`src/rtl/clint_pkg.sv`:
```
// clint_pkg: shared definitions for the machine timer / software-interrupt block.
//   - reg_off_e     : word offsets (addr[4:2]) of the eight bus-visible registers
//   - MTIMECMP_RST  : reset value of the 64-bit compare register
//   - CTRL_EN_BIT   : bit index of the count-enable flag in CTRL
//   - be_merge()    : byte-enable merge of write data into an existing word
package clint_pkg;

  typedef enum logic [2:0] {
    OFF_MSIP        = 3'd0,
    OFF_CTRL        = 3'd1,
    OFF_MTIME_LO    = 3'd2,
    OFF_MTIME_HI    = 3'd3,
    OFF_MTIMECMP_LO = 3'd4,
    OFF_MTIMECMP_HI = 3'd5,
    OFF_PRESCALE    = 3'd6,
    OFF_RSVD        = 3'd7
  } reg_off_e;

  localparam logic [63:0] MTIMECMP_RST = '1;
  localparam int unsigned CTRL_EN_BIT  = 0;

  // Replace each byte of old_v whose enable is set with the matching byte of new_v.
  function automatic logic [31:0] be_merge(input logic [31:0] old_v,
                                           input logic [31:0] new_v,
                                           input logic [3:0]  be);
    logic [31:0] res;
    res = old_v;
    for (int unsigned i = 0; i < 4; i++) begin
      if (be[i]) res[8*i +: 8] = new_v[8*i +: 8];
    end
    return res;
  endfunction

endpackage

```
`src/rtl/clint_prescaler.sv`:
```
// clint_prescaler: divides clk into mtime ticks.
//   clk, reset   : core clock, asynchronous active-high reset
//   i_enable     : count enable (CTRL[0]); when low the counter sits at 0
//   i_load       : load a new divisor; also restarts the count at 0
//   i_div        : divisor value to load
//   o_div        : current divisor (for bus readback)
//   o_tick       : one-cycle strobe every (divisor+1) enabled cycles
module clint_prescaler #(
  parameter int unsigned PRESCALE_W   = 16,
  parameter int unsigned PRESCALE_RST = 0
) (
  input  logic                  clk,
  input  logic                  reset,
  input  logic                  i_enable,
  input  logic                  i_load,
  input  logic [PRESCALE_W-1:0] i_div,
  output logic [PRESCALE_W-1:0] o_div,
  output logic                  o_tick
);

  logic [PRESCALE_W-1:0] r_div;
  logic [PRESCALE_W-1:0] r_pcnt;
  logic                  w_tick;

  assign w_tick = i_enable && (r_pcnt == r_div);

  always_ff @(posedge clk or posedge reset) begin
    if (reset) begin
      r_div <= PRESCALE_W'(PRESCALE_RST);
    end else if (i_load) begin
      r_div <= i_div;
    end
  end

  always_ff @(posedge clk or posedge reset) begin
    if (reset) begin
      r_pcnt <= '0;
    end else if (i_load || !i_enable || w_tick) begin
      r_pcnt <= '0;
    end else begin
      r_pcnt <= r_pcnt + PRESCALE_W'(1);
    end
  end

  assign o_div  = r_div;
  assign o_tick = w_tick;

endmodule

```
`src/rtl/clint_timer.sv`:
```
// clint_timer: memory-mapped machine timer and software-interrupt source on the
// core data bus, sharing the RAM data-port protocol (byte write enables,
// read-first registered read data, rdata holds while en is low).
//   clk, reset : core clock, asynchronous active-high reset
//   en         : bus cycle enable; rdata holds when low
//   sel        : address decode hit; only meaningful with en=1
//   we[3:0]    : byte write enables
//   addr[4:0]  : byte offset, word select in addr[4:2]
//   wdata      : write data
//   rdata      : read data, valid the cycle after the request
//   timer_int  : registered (mtime >= mtimecmp)
//   sw_int     : registered msip[0]
module clint_timer
  import clint_pkg::*;
#(
  parameter int unsigned PRESCALE_W   = 16,
  parameter int unsigned PRESCALE_RST = 0
) (
  input  logic        clk,
  input  logic        reset,
  input  logic        en,
  input  logic        sel,
  input  logic [3:0]  we,
  input  logic [4:0]  addr,
  input  logic [31:0] wdata,
  output logic [31:0] rdata,
  output logic        timer_int,
  output logic        sw_int
);

  logic [63:0] r_mtime;
  logic [63:0] r_mtimecmp;
  logic        r_msip;
  logic        r_ctrl_en;
  logic [31:0] r_shadow;

  logic                  w_access;
  logic                  w_write;
  reg_off_e              w_off;
  logic [31:0]           w_cur;
  logic [31:0]           w_rd_val;
  logic [31:0]           w_wr_word;
  logic                  w_load_div;
  logic                  w_tick;
  logic [PRESCALE_W-1:0] w_div;
  logic                  w_unused_addr;

  assign w_access      = en && sel;
  assign w_write       = w_access && (|we);
  assign w_off         = reg_off_e'(addr[4:2]);
  assign w_unused_addr = ^addr[1:0];

  // Live value of the addressed register; the write path merges into this.
  always_comb begin
    w_cur = '0;
    case (w_off)
      OFF_MSIP:        w_cur = {31'b0, r_msip};
      OFF_CTRL:        w_cur = {31'b0, r_ctrl_en};
      OFF_MTIME_LO:    w_cur = r_mtime[31:0];
      OFF_MTIME_HI:    w_cur = r_mtime[63:32];
      OFF_MTIMECMP_LO: w_cur = r_mtimecmp[31:0];
      OFF_MTIMECMP_HI: w_cur = r_mtimecmp[63:32];
      OFF_PRESCALE:    w_cur = 32'(w_div);
      OFF_RSVD:        w_cur = '0;
      default:         w_cur = '0;
    endcase
  end

  // Bus reads of MTIME_HI see the shadow captured by the last MTIME_LO read,
  // so a LO-then-HI sequence yields a coherent 64-bit sample.
  assign w_rd_val   = (w_off == OFF_MTIME_HI) ? r_shadow : w_cur;
  assign w_wr_word  = be_merge(w_cur, wdata, we);
  assign w_load_div = w_write && (w_off == OFF_PRESCALE);

  clint_prescaler #(
    .PRESCALE_W   (PRESCALE_W),
    .PRESCALE_RST (PRESCALE_RST)
  ) u_prescaler (
    .clk      (clk),
    .reset    (reset),
    .i_enable (r_ctrl_en),
    .i_load   (w_load_div),
    .i_div    (PRESCALE_W'(w_wr_word)),
    .o_div    (w_div),
    .o_tick   (w_tick)
  );

  // Control/compare registers.
  always_ff @(posedge clk or posedge reset) begin
    if (reset) begin
      r_msip     <= 1'b0;
      r_ctrl_en  <= 1'b0;
      r_mtimecmp <= MTIMECMP_RST;
    end else if (w_write) begin
      case (w_off)
        OFF_MSIP:        r_msip             <= w_wr_word[0];
        OFF_CTRL:        r_ctrl_en          <= w_wr_word[CTRL_EN_BIT];
        OFF_MTIMECMP_LO: r_mtimecmp[31:0]  <= w_wr_word;
        OFF_MTIMECMP_HI: r_mtimecmp[63:32] <= w_wr_word;
        default: ;
      endcase
    end
  end

  // mtime: a bus write to either half wins over the tick and suppresses the
  // increment entirely for that cycle.
  always_ff @(posedge clk or posedge reset) begin
    if (reset) begin
      r_mtime <= '0;
    end else if (w_write && (w_off == OFF_MTIME_LO)) begin
      r_mtime[31:0] <= w_wr_word;
    end else if (w_write && (w_off == OFF_MTIME_HI)) begin
      r_mtime[63:32] <= w_wr_word;
    end else if (w_tick) begin
      r_mtime <= r_mtime + 64'd1;
    end
  end

  always_ff @(posedge clk or posedge reset) begin
    if (reset) begin
      r_shadow <= '0;
    end else if (w_access && (w_off == OFF_MTIME_LO)) begin
      r_shadow <= r_mtime[63:32];
    end
  end

  // Read-first data return: every access samples the pre-write value.
  always_ff @(posedge clk or posedge reset) begin
    if (reset) begin
      rdata <= '0;
    end else if (en) begin
      rdata <= sel ? w_rd_val : '0;
    end
  end

  always_ff @(posedge clk or posedge reset) begin
    if (reset) begin
      timer_int <= 1'b0;
      sw_int    <= 1'b0;
    end else begin
      timer_int <= (r_mtime >= r_mtimecmp);
      sw_int    <= r_msip;
    end
  end

endmodule

```
`config.mk`:
```
export PLATFORM = sky130hd
export DESIGN_NAME = clint_timer
export DESIGN_NICKNAME = d
export VERILOG_FILES = /design/src/rtl/clint_pkg.sv /design/src/rtl/clint_prescaler.sv /design/src/rtl/clint_timer.sv
export SDC_FILE = /design/constraint.sdc
export NUM_CORES = 1
export LEC_CHECK = 0
export ABC_AREA = 1
export BUFFER_PORTS_ARGS = -buffer_cell sky130_fd_sc_hd__buf_4
export CAP_MARGIN = 40
export CORE_MARGIN = 2
export CORE_UTILIZATION = 55
export CTS_BUF_LIST = sky130_fd_sc_hd__clkbuf_4
export CTS_CLUSTER_DIAMETER = 50
export DETAILED_ROUTE_END_ITERATION = 12
export GPL_ROUTABILITY_DRIVEN = 0
export PLACE_DENSITY = 0.85
export REMOVE_ABC_BUFFERS = 1
export SLEW_MARGIN = 20
export SYNTH_ARGS = -nofsm -noshare
export SYNTH_HDL_FRONTEND = slang
export SYNTH_SLANG_ARGS = --single-unit
```
`constraint.sdc`:
```
create_clock -name clk -period 7.2 [get_ports clk]
set_clock_uncertainty 0.2 [all_clocks]
set_input_delay 1.44 -clock clk [delete_from_list [all_inputs] [get_ports clk]]
set_output_delay 1.44 -clock clk [all_outputs]
set_load 0.1 [all_outputs]
```
==> metrics.md <==
| Metric | Value |
|---|---|
| Syn Area/Cell | `just under 7 um^2` |
| Vias per cell | `5.86` |
| EDFF count, synth | `0` |
| Die area | `28800 um^2` |
| RSZ-0062 raised after global routing | `no` |
| Reg2reg setup slack | `4.42 ns` |
| # IOs | `79` |
| Flops & latches, synth | `roughly 230` |
| Worst-Skew Late Latency | `0.71 ns` |
| Post-cts sizing count | `0` |
| Worst slack, placed | `roughly 2.4 ns` |
| Largest net degree at the start of global routing | `about 110` |
| DP HPWL | `approximately 34000 um` |
| Fin util | `between 60% and 70%` |
| Vias | `around 16k` |
| Worst VDD drop | `~160 uV` |
| Antenna violations before repair | `1` |
| Cells after Synth | `between 2k and 2.5k` |
| Cts hold-fix bufs | `0` |
| Sequential area share after synthesis | `38.3%` |
| Worst Min Path Start | `r_msip$_DFFE_PP0P_` |
| Status | `finished clean` |
| First-pass GRT wire length | `roughly 76000 um` |
| Root cell of the clock tree | `clkbuf_4` |
| Post-Syn Area | `between 15000 and 20000 um^2` |
| Final instance area | `roughly 17000 um^2` |
| Core Rows | `60` |
| Arrival time worst endpoint | `approximately 4.7 ns` |
| H-tree depth | `3` |
| Clock buffers created by TritonCTS | `66` |
| Crit-path most repeated cell | `buf_4` |
| Area delta synth->final | `12.1%` |
| Max Freq | `approximately 230 MHz` |
| Die X | `~170 um` |
| Max stage delay cell, worst path | `a21oi_2` |
| Post-synth top flop | `dfrtp_1` |
| Worst slew pin tran | `around 0.77 ns` |
| Synth async-reset ratio | `100%` |
| R2R depth | `11` |
| Fin. Hold Viols | `0` |
| Filler cell count in the final layout | `between 2k and 2.5k` |
| Remaining DRCs | `0` |
| WL/cell | `~17 um` |
| Worst path max stage delay | `slightly above 0.7 ns` |
| Post-CTS Setup Inserts | `0` |
| Placed Instance Area | `between 15000 and 20000 um^2` |
| Type of origin of the critical path | `primary input` |
| Min-delay worst type | `reg -> reg` |
| Unique masters post-synth | `37` |
| Data required, critical path | `about 7.6 ns` |
| Worst reg2reg path startpoint | `u_prescaler.r_pcnt[5]$_DFF_PP0_` |
| Layout Nets | `between 2k and 2.5k` |
| Post-Route WL | `47200 um` |
| Initial DRC Count | `slightly below 2k` |
| Slew margin rel. | `about half` |
| Core Region | `around 27000 um^2` |
| Min cycle time layout | `~4.3 ns` |
| Pwr dens | `between 300 and 400 nW/um^2` |
| Post-route ant nets | `0` |
| Total track usage | `approximately 33%` |
| Die height | `between 150 and 200 um` |
| Hold WS | `approximately 0.18 ns` |
| PortBufs | `76` |
| Initial Utilization | `between 50% and 60%` |
| Reg2reg end | `r_mtime[63]$_DFFE_PP0P_` |
| Worst Setup End Kind | `flop` |
| Crit Path Class | `in -> reg` |
| Endpoints failing setup | `0` |
| CP endpoint | `r_mtime[63]$_DFFE_PP0P_` |
| Pins Over Slew Limit | `0` |
| Fraction of layout cells with a size suffix above 1 | `~14%` |
| Worst Setup SP | `addr[4]` |
| TritonCTS clock tree | `done` |
| Fin worst setup slack | `between 2 and 3 ns` |
| Max Cap Viol | `0` |
| Leak | `8.26 nW` |
| Warnings, synthesis | `0` |
| Clock transition at path regs | `0.06 ns` |
| Clock Path Buffers | `3` |
| Worst-path cell chain | `buf_4 -> inv_2 -> nand3_2 -> nor2_4 -> buf_4 -> inv_2 -> a21oi_2 -> buf_4 -> nand3_1 -> nand2_1` |
| Critical path fanouts, max | `36` |
| Clock Sinks | `approximately 230` |
| Number of iterations in the first detailed-routing pass | `6` |
| Vias in the first global route | `between 15k and 20k` |
| Total gr overflow | `0` |
| Fin crit share | `59.5%` |
-- Yosys cell counts, types with 17 or more instances --
master	count	area (um^2)
ha_1	66	826
buf_2	31	155
a21oi_1	47	235
xnor2_1	18	158
nor2_1	238	893
o21ai_0	190	951
or2_2	36	225
nand3_1	173	866
dfrtp_1	164	4100
a22oi_1	22	165
inv_1	202	758
o22ai_1	22	138
nand4_1	33	206
nand2_1	765	2870
clkbuf_1	34	128
nor3_1	30	150
xor2_1	17	149
dfstp_2	64	1680
-- routing by layer --
metal	track usage (%)	wire [um]	vias up
li1	-	-	7362
met1	41.5	18100	7255
met2	52.5	21300	959
met3	6.09	4690	233
met4	21.1	3120	0
met5	0	0	-
-- flip-flops by register name, indices dropped and copies added, names as in the netlist --
register and count:
sw_int 1, r_mtimecmp 64, r_mtime 64, r_ctrl_en 1, r_msip 1, rdata 32
timer_int 1, r_shadow 32, u_prescaler.o_div 16, u_prescaler.r_pcnt 16
-- critical path, delay by kind of cell --
kind	cells	cell delay, ns
AO/OA/AOI/OAI	1	0.71
AND/OR/NAND/NOR	4	1.01
buffers and inverters	5	1.48
-- stage by stage --
step | TNS (ns) | std cells | power [W]
finish | 0 | 2697 | 0.00521
detailed placement | 0 | 2573 | 0.00383
global route | 0 | 2697 | 0.00554
global placement | 0 | 2568 | 0.00373
CTS | 0 | 2692 | 0.00516
floorplan | -95.44 | 2139 | 0.00324
-- cell families (layout without fill, tap and decap cells) --
logic type	count (synthesis)	count (layout)	share of synthesized area (%)
buffers and inverters	295	427	7.81
multiplexers	1	1	0.0745
XOR/XNOR	35	35	2.03
adder cells (fa/ha/maj)	66	66	5.46
other	0	2	0
AND/OR/NAND/NOR	1298	1298	35.7
flip-flops	228	228	38.3
AO/OA/AOI/OAI	299	299	10.7
-- final cells by class --
type	count	area, um^2	area share, %
Inverter	212	803	4.74
Sequential cell	228	5790	34.2
Multi-Input combinational cell	1699	8150	48.1
Antenna cell	2	5.00	0.0295
Clock buffer	107	803	4.74
Timing Repair Buffer	96	861	5.08
Tap cell	341	427	2.52
Clock inverter	12	101	0.598
-- where the power goes --
group | leakage [nW] | internal, W | switching (W)
Clock | 0.537 | 0.000741 | 0.000581
Combinational | 4.86 | 0.000613 | 0.00116
Sequential | 2.86 | 0.00167 | 0.000447
Total | 8.26 | 0.00302 | 0.00219
-- placed cells by master (no fill, tap or decap), types with 5 or more instances in the layout --
cell	count
o21ai_1	6
or2_2	36
inv_1	200
nand2_1	764
buf_4	88
dfstp_2	64
dfrtp_1	164
nand3_2	5
clkbuf_4	107
o21ai_0	190
a22oi_1	22
nor2_1	238
o211ai_1	5
xnor2_1	18
nand3_1	173
o22ai_1	22
nor3_1	30
xor2_1	17
clkinv_1	10
nand4_1	33
a21oi_1	47
buf_16	6
inv_2	10
ha_1	66
-- how the worst min path moves through the flow --
stage               cells past startpoint          endpoint  slack, ns
floorplan                               0  sw_int$_DFF_PP0_       0.15
global placement                        0  sw_int$_DFF_PP0_       0.17
global route                            0  sw_int$_DFF_PP0_       0.21
CTS                                     0  sw_int$_DFF_PP0_       0.19
detailed placement                      0  sw_int$_DFF_PP0_       0.17
finish                                  0  sw_int$_DFF_PP0_       0.18
Power figures use the tool's default switching activity.
